==> src/rtl/mul_div_unit.sv <==
// Sequential signed multiply (radix-4 Booth, 16 cycles) / divide (non-restoring, 32 cycles).
// Define MULDIV_DIV_EN to build the divider; without it op=1 completes at once with zero results.
module mul_div_unit (
  input  logic        clk,
  input  logic        reset,
  input  logic        start,
  input  logic        op,
  input  logic [31:0] a,
  input  logic [31:0] b,
  output logic        busy,
  output logic        done,
  output logic [31:0] z_low,
  output logic [31:0] z_high,
  output logic        div_by_zero
);

  typedef enum logic [1:0] {IDLE, MUL, DIV, DONE} state_t;

  state_t      state_reg;
  logic [4:0]  cnt_reg;
  logic [63:0] prod_reg;
  logic [63:0] mcand_reg;
  logic [32:0] mplr_reg;
  logic [63:0] pp;
  logic [63:0] prod_next;

  // Booth digit from the low three multiplier bits; the multiplicand walks left two bits per step.
  always_comb begin
    pp = '0;
    case (mplr_reg[2:0])
      3'b001, 3'b010: pp = mcand_reg;
      3'b011:         pp = mcand_reg << 1;
      3'b100:         pp = -(mcand_reg << 1);
      3'b101, 3'b110: pp = -mcand_reg;
      default:        pp = '0;
    endcase
    prod_next = prod_reg + pp;
  end

`ifdef MULDIV_DIV_EN
  logic [33:0] rem_reg;
  logic [33:0] rem_shift;
  logic [33:0] rem_step;
  logic [31:0] rem_fix;
  logic [31:0] quo_reg;
  logic [31:0] quo_step;
  logic [31:0] dvsr_reg;
  logic [31:0] q_out;
  logic [31:0] r_out;
  logic        neg_q_reg;
  logic        neg_r_reg;

  // Remainder sign picks add or subtract; the final negative remainder is corrected once.
  always_comb begin
    rem_shift = {rem_reg[32:0], quo_reg[31]};
    rem_step  = rem_reg[33] ? rem_shift + {2'b00, dvsr_reg} : rem_shift - {2'b00, dvsr_reg};
    quo_step  = {quo_reg[30:0], ~rem_step[33]};
    rem_fix   = rem_step[31:0] + (rem_step[33] ? dvsr_reg : 32'd0);
    q_out     = neg_q_reg ? -quo_step : quo_step;
    r_out     = neg_r_reg ? -rem_fix : rem_fix;
  end
`endif

  always_ff @(posedge clk) begin
    if (reset) begin
      state_reg   <= IDLE;
      cnt_reg     <= '0;
      prod_reg    <= '0;
      mcand_reg   <= '0;
      mplr_reg    <= '0;
      busy        <= 1'b0;
      done        <= 1'b0;
      z_low       <= '0;
      z_high      <= '0;
      div_by_zero <= 1'b0;
`ifdef MULDIV_DIV_EN
      rem_reg     <= '0;
      quo_reg     <= '0;
      dvsr_reg    <= '0;
      neg_q_reg   <= 1'b0;
      neg_r_reg   <= 1'b0;
`endif
    end else begin
      done <= 1'b0;
      case (state_reg)
        IDLE, DONE: begin
          state_reg <= IDLE;
          busy      <= 1'b0;
          if (start) begin
            cnt_reg <= '0;
            if (!op) begin
              state_reg <= MUL;
              busy      <= 1'b1;
              prod_reg  <= '0;
              mcand_reg <= {{32{a[31]}}, a};
              mplr_reg  <= {b, 1'b0};
            end else begin
`ifdef MULDIV_DIV_EN
              if (b == 32'd0) begin
                state_reg   <= DONE;
                done        <= 1'b1;
                z_low       <= '1;
                z_high      <= a;
                div_by_zero <= 1'b1;
              end else begin
                state_reg <= DIV;
                busy      <= 1'b1;
                rem_reg   <= '0;
                quo_reg   <= a[31] ? -a : a;
                dvsr_reg  <= b[31] ? -b : b;
                neg_q_reg <= a[31] ^ b[31];
                neg_r_reg <= a[31];
              end
`else
              state_reg   <= DONE;
              done        <= 1'b1;
              z_low       <= '0;
              z_high      <= '0;
              div_by_zero <= 1'b0;
`endif
            end
          end
        end
        MUL: begin
          prod_reg  <= prod_next;
          mcand_reg <= mcand_reg << 2;
          mplr_reg  <= {{2{mplr_reg[32]}}, mplr_reg[32:2]};
          cnt_reg   <= cnt_reg + 5'd1;
          if (cnt_reg == 5'd15) begin
            state_reg   <= DONE;
            busy        <= 1'b0;
            done        <= 1'b1;
            z_low       <= prod_next[31:0];
            z_high      <= prod_next[63:32];
            div_by_zero <= 1'b0;
          end
        end
`ifdef MULDIV_DIV_EN
        DIV: begin
          rem_reg <= rem_step;
          quo_reg <= quo_step;
          cnt_reg <= cnt_reg + 5'd1;
          if (cnt_reg == 5'd31) begin
            state_reg   <= DONE;
            busy        <= 1'b0;
            done        <= 1'b1;
            z_low       <= q_out;
            z_high      <= r_out;
            div_by_zero <= 1'b0;
          end
        end
`endif
        default: begin
          state_reg <= IDLE;
          busy      <= 1'b0;
        end
      endcase
    end
  end

endmodule

==> config.mk <==
export PLATFORM = sky130hd
export DESIGN_NAME = mul_div_unit
export DESIGN_NICKNAME = d
export VERILOG_FILES = /design/src/rtl/mul_div_unit.sv
export SDC_FILE = /design/constraint.sdc
export NUM_CORES = 1
export LEC_CHECK = 0
export BUFFER_PORTS_ARGS = -buffer_cell sky130_fd_sc_hd__clkbuf_2
export CAP_MARGIN = 30
export CORE_AREA = 2 2 184 186
export DETAILED_ROUTE_END_ITERATION = 8
export DIE_AREA = 0 0 186 188
export GPL_TIMING_DRIVEN = 0
export PLACE_DENSITY = 0.66
export SLEW_MARGIN = 20
export SYNTH_ARGS = -nofsm -noshare
export SYNTH_HDL_FRONTEND = slang
export SYNTH_SLANG_ARGS = --single-unit
export TNS_END_PERCENT = 100
==> constraint.sdc <==
create_clock -name clk -period 9.8 [get_ports clk]
set_input_delay 1.47 -clock clk [delete_from_list [all_inputs] [get_ports clk]]
set_output_delay 1.47 -clock clk [all_outputs]
set_load 0.05 [all_outputs]
==> impl_metrics.csv <==
group,metric,value,unit
hold_path,hp-class,"reg -> reg",
cts,clock_sinks,234,
power_and_ir_drop,peakVddDrop,0.119,mV
placed_design,portBuffers,133,
hold_path,hold_depth,2,
cells_and_area,fill_cells,3288,
route,first_pass_iters,6,
sta,finalClockSkew,11.5,ps
global_route,grt_pass1_vias,16100,
sta,finalCriticalPeriod,7690,ps
setup_path,cp-end-kind,"flop",
power_and_ir_drop,pwr_density_cell,164,nW/um2
floorplan,initial_core_util,0.492,
synth,syn_nets,2306,
synth,seq_area_frac_synth,0.287,
synth,synth.distinct_cells,73,
sta,hold_viol_final,0,
run_status,status,"complete, no violations",
global_route,grt_use_total,0.359,
power_and_ir_drop,p_leak,7.17,nW
sta,slew_headroom,0.271,
sta,fmax,130,MHz
cells_and_area,fin_cells,2800,
cts,cts-htree-levels,1,
cells_and_area,nets,2470,
floorplan,die_area,35000,um2
sta,worst_pin_slew,1080,ps
cells_and_area,mostFrequentLayoutCells,"245 x nor2_1, 234 x dfxtp_1, 232 x nand2_1, 186 x clkbuf_1, 163 x a21oi_1",
setup_path,arrival,8140,ps
placed_design,dpl_cell_area,17500,um2
route,wire_per_inst,22.8,um
setup_path,crit_required,10250,ps
cells_and_area,layout_commonest_cell,"nor2_1",
cts,cts_tree,"yes",
sta,finalMaxSlewViolations,0,
synth,synthFlopType,"dfxtp_1",
synth,synth_seq_cells,234,
setup_path,criticalPathCategory,"reg -> reg",
cells_and_area,area_growth,13.1,%
route,drcViolationCount,0,
global_route,grt_start_max_net_pins,14,
sta,fin_crit_sh,0.785,
cts,path_clk_slew,60,ps
route,via_count,17300,
route,drt_iter0_drc,1539,
cts,postCtsSetupBuffers,0,
setup_path,r2r_cells,21,
cts,cts_buffers,27,
cts,cts_resized,0,
cells_and_area,fin_area,18400,um2
route,avgViaCountPerCell,6.18,
sta,setup_viol,0,
cts,clockBufferDepth,3,
cts,worstSkewPairLatency,560,ps
synth,syn-cell-area,16300,um2
cells_and_area,register_area,4680,um2
synth,avgSynthCellArea,7.51,um2
floorplan,core,33100,um2
floorplan,die_h,188,um
cells_and_area,multi_input_area,10700,um2
synth,synth_edf_count,0,
run,max_cap_violations,0,
global_route,grt_overflow_total,0,
floorplan,fp-row-count,67,
sta,setup_tns,0,ps
synth,ys_warn_count,0,
setup_path,startpoint_type,"flop",
cts,cts_root_buffer,"clkbuf_16",
placed_design,dp.cells,2751,
global_route,antenna_found_initial,1,
setup_path,cp_max_fo,7,
sta,rsz0062_at_grt,"false",
cts,holdBufCountCts,0,
cells_and_area,drive_above_1_share,0.0893,
synth,synthCells,2169,
placed_design,gp_congestion,0.989,
placed_design,hpwl,48.5,mm
floorplan,pin_count,135,
route,final_antenna_net_count,0,
floorplan,dieWidth,186,um
global_route,grt_pass1_wl,96.1,mm
synth,async_reset_ff_frac,0,
route,totalWireLength,63.9,mm
## synthesized netlist by cell type (all sizes together), types with 4 or more instances
library cell / count / area, um2
mux2: 9 / 101
nor4b: 4 / 41.3
o21a: 6 / 45.0
dfxtp: 234 / 4680
o31ai: 16 / 125
o221ai: 12 / 105
buf: 29 / 131
and3: 11 / 68.8
a221oi: 17 / 155
a21oi: 163 / 816
a31oi: 18 / 113
o21bai: 14 / 105
ha: 68 / 851
a22oi: 52 / 390
or4: 11 / 93.8
nand3: 62 / 310
nand2: 232 / 871
clkbuf: 181 / 679
nor3: 65 / 337
nor2b: 8 / 50.1
and2: 11 / 68.8
or3: 20 / 130
a211oi: 104 / 781
mux2i: 65 / 651
xor2: 74 / 648
nand4: 29 / 181
a211o: 5 / 43.8
nor4: 16 / 100
nand2b: 17 / 106
a221o: 4 / 40.0
nand3b: 14 / 105
inv: 30 / 113
xnor2: 67 / 587
a22o: 43 / 377
o21ai: 114 / 571
or2: 5 / 31.3
o211ai: 8 / 60.1
a21o: 40 / 300
nor2: 245 / 920
a21boi: 5 / 37.5
## cells by family after synthesis
family | Yosys count | synth area share
multiplexers | 74 | 0.0461
flip-flops | 234 | 0.287
AO/OA/AOI/OAI | 648 | 0.264
adder cells (fa/ha/maj) | 69 | 0.0534
XOR/XNOR | 141 | 0.0758
buffers and inverters | 240 | 0.0567
other | 1 | 0.000230
AND/OR/NAND/NOR | 762 | 0.216
## final timing paths
| kind | slack [ps] | end | from |
|---|---|---|---|
| worst max register to register | 2110 | prod_reg[54] | mcand_reg[0] |
| worst min-delay path | 450 | z_high[27] | z_high[27] |
| worst max-delay path | 2110 | prod_reg[54] | mcand_reg[0] |
| worst min register to register | 450 | z_high[27] | z_high[27] |
## final cells by class
cell class,instances,share of cell area
Multi-Input combinational cell,1695,0.580
Sequential cell,234,0.254
Buffer,210,0.0440
Clock buffer,36,0.0407
Timing Repair Buffer,135,0.0371
Tap cell,448,0.0304
Clock inverter,11,0.00774
Inverter,30,0.00611
Antenna cell,1,0.000136
## power by group
group / switching, W / internal, W / total, W
registers: 0.0000366 / 0.00100 / 0.00104
logic: 0.000655 / 0.000282 / 0.000937
clock network: 0.000427 / 0.000614 / 0.00104
## metrics by stage
step                      utilization  setup slack [ps]  hold WS, ps  power (W)
after floorplan                     -              4250          432    0.00167
after global placement          0.529              2540          444    0.00195
after detailed placement        0.529              2460          447    0.00196
after CTS                       0.556              2440          458    0.00300
after global routing            0.557              1880          472    0.00314
final                           0.557              2110          453    0.00302
## critical path, cell delays in order, from the launching register on
cell and delay (ps):
dfxtp_1 420, inv_1 130, ha_1 270, or3b_1 440, or3_1 420, nor4_1 910, nand2b_1 310, o21ai_0 290
xnor2_1 120, a221oi_1 310, a21oi_1 120, ha_1 340, clkbuf_1 340, nand2_1 130, or3_1 470, a311o_1 450
a31oi_1 270, o21ai_0 330, o31ai_1 760, a21oi_1 310, xnor2_1 210, a22o_1 210
## layer usage
layer	vias to the layer above	global-route usage	wire length (um)	part of all wire
met5	-	0	0	0
met4	0	0.141	3080	0.048
met3	168	0.0684	5110	0.080
met2	751	0.571	28400	0.45
met1	8203	0.477	27200	0.43
li1	8174	-	-	-
(Power assumes the default switching activity.)
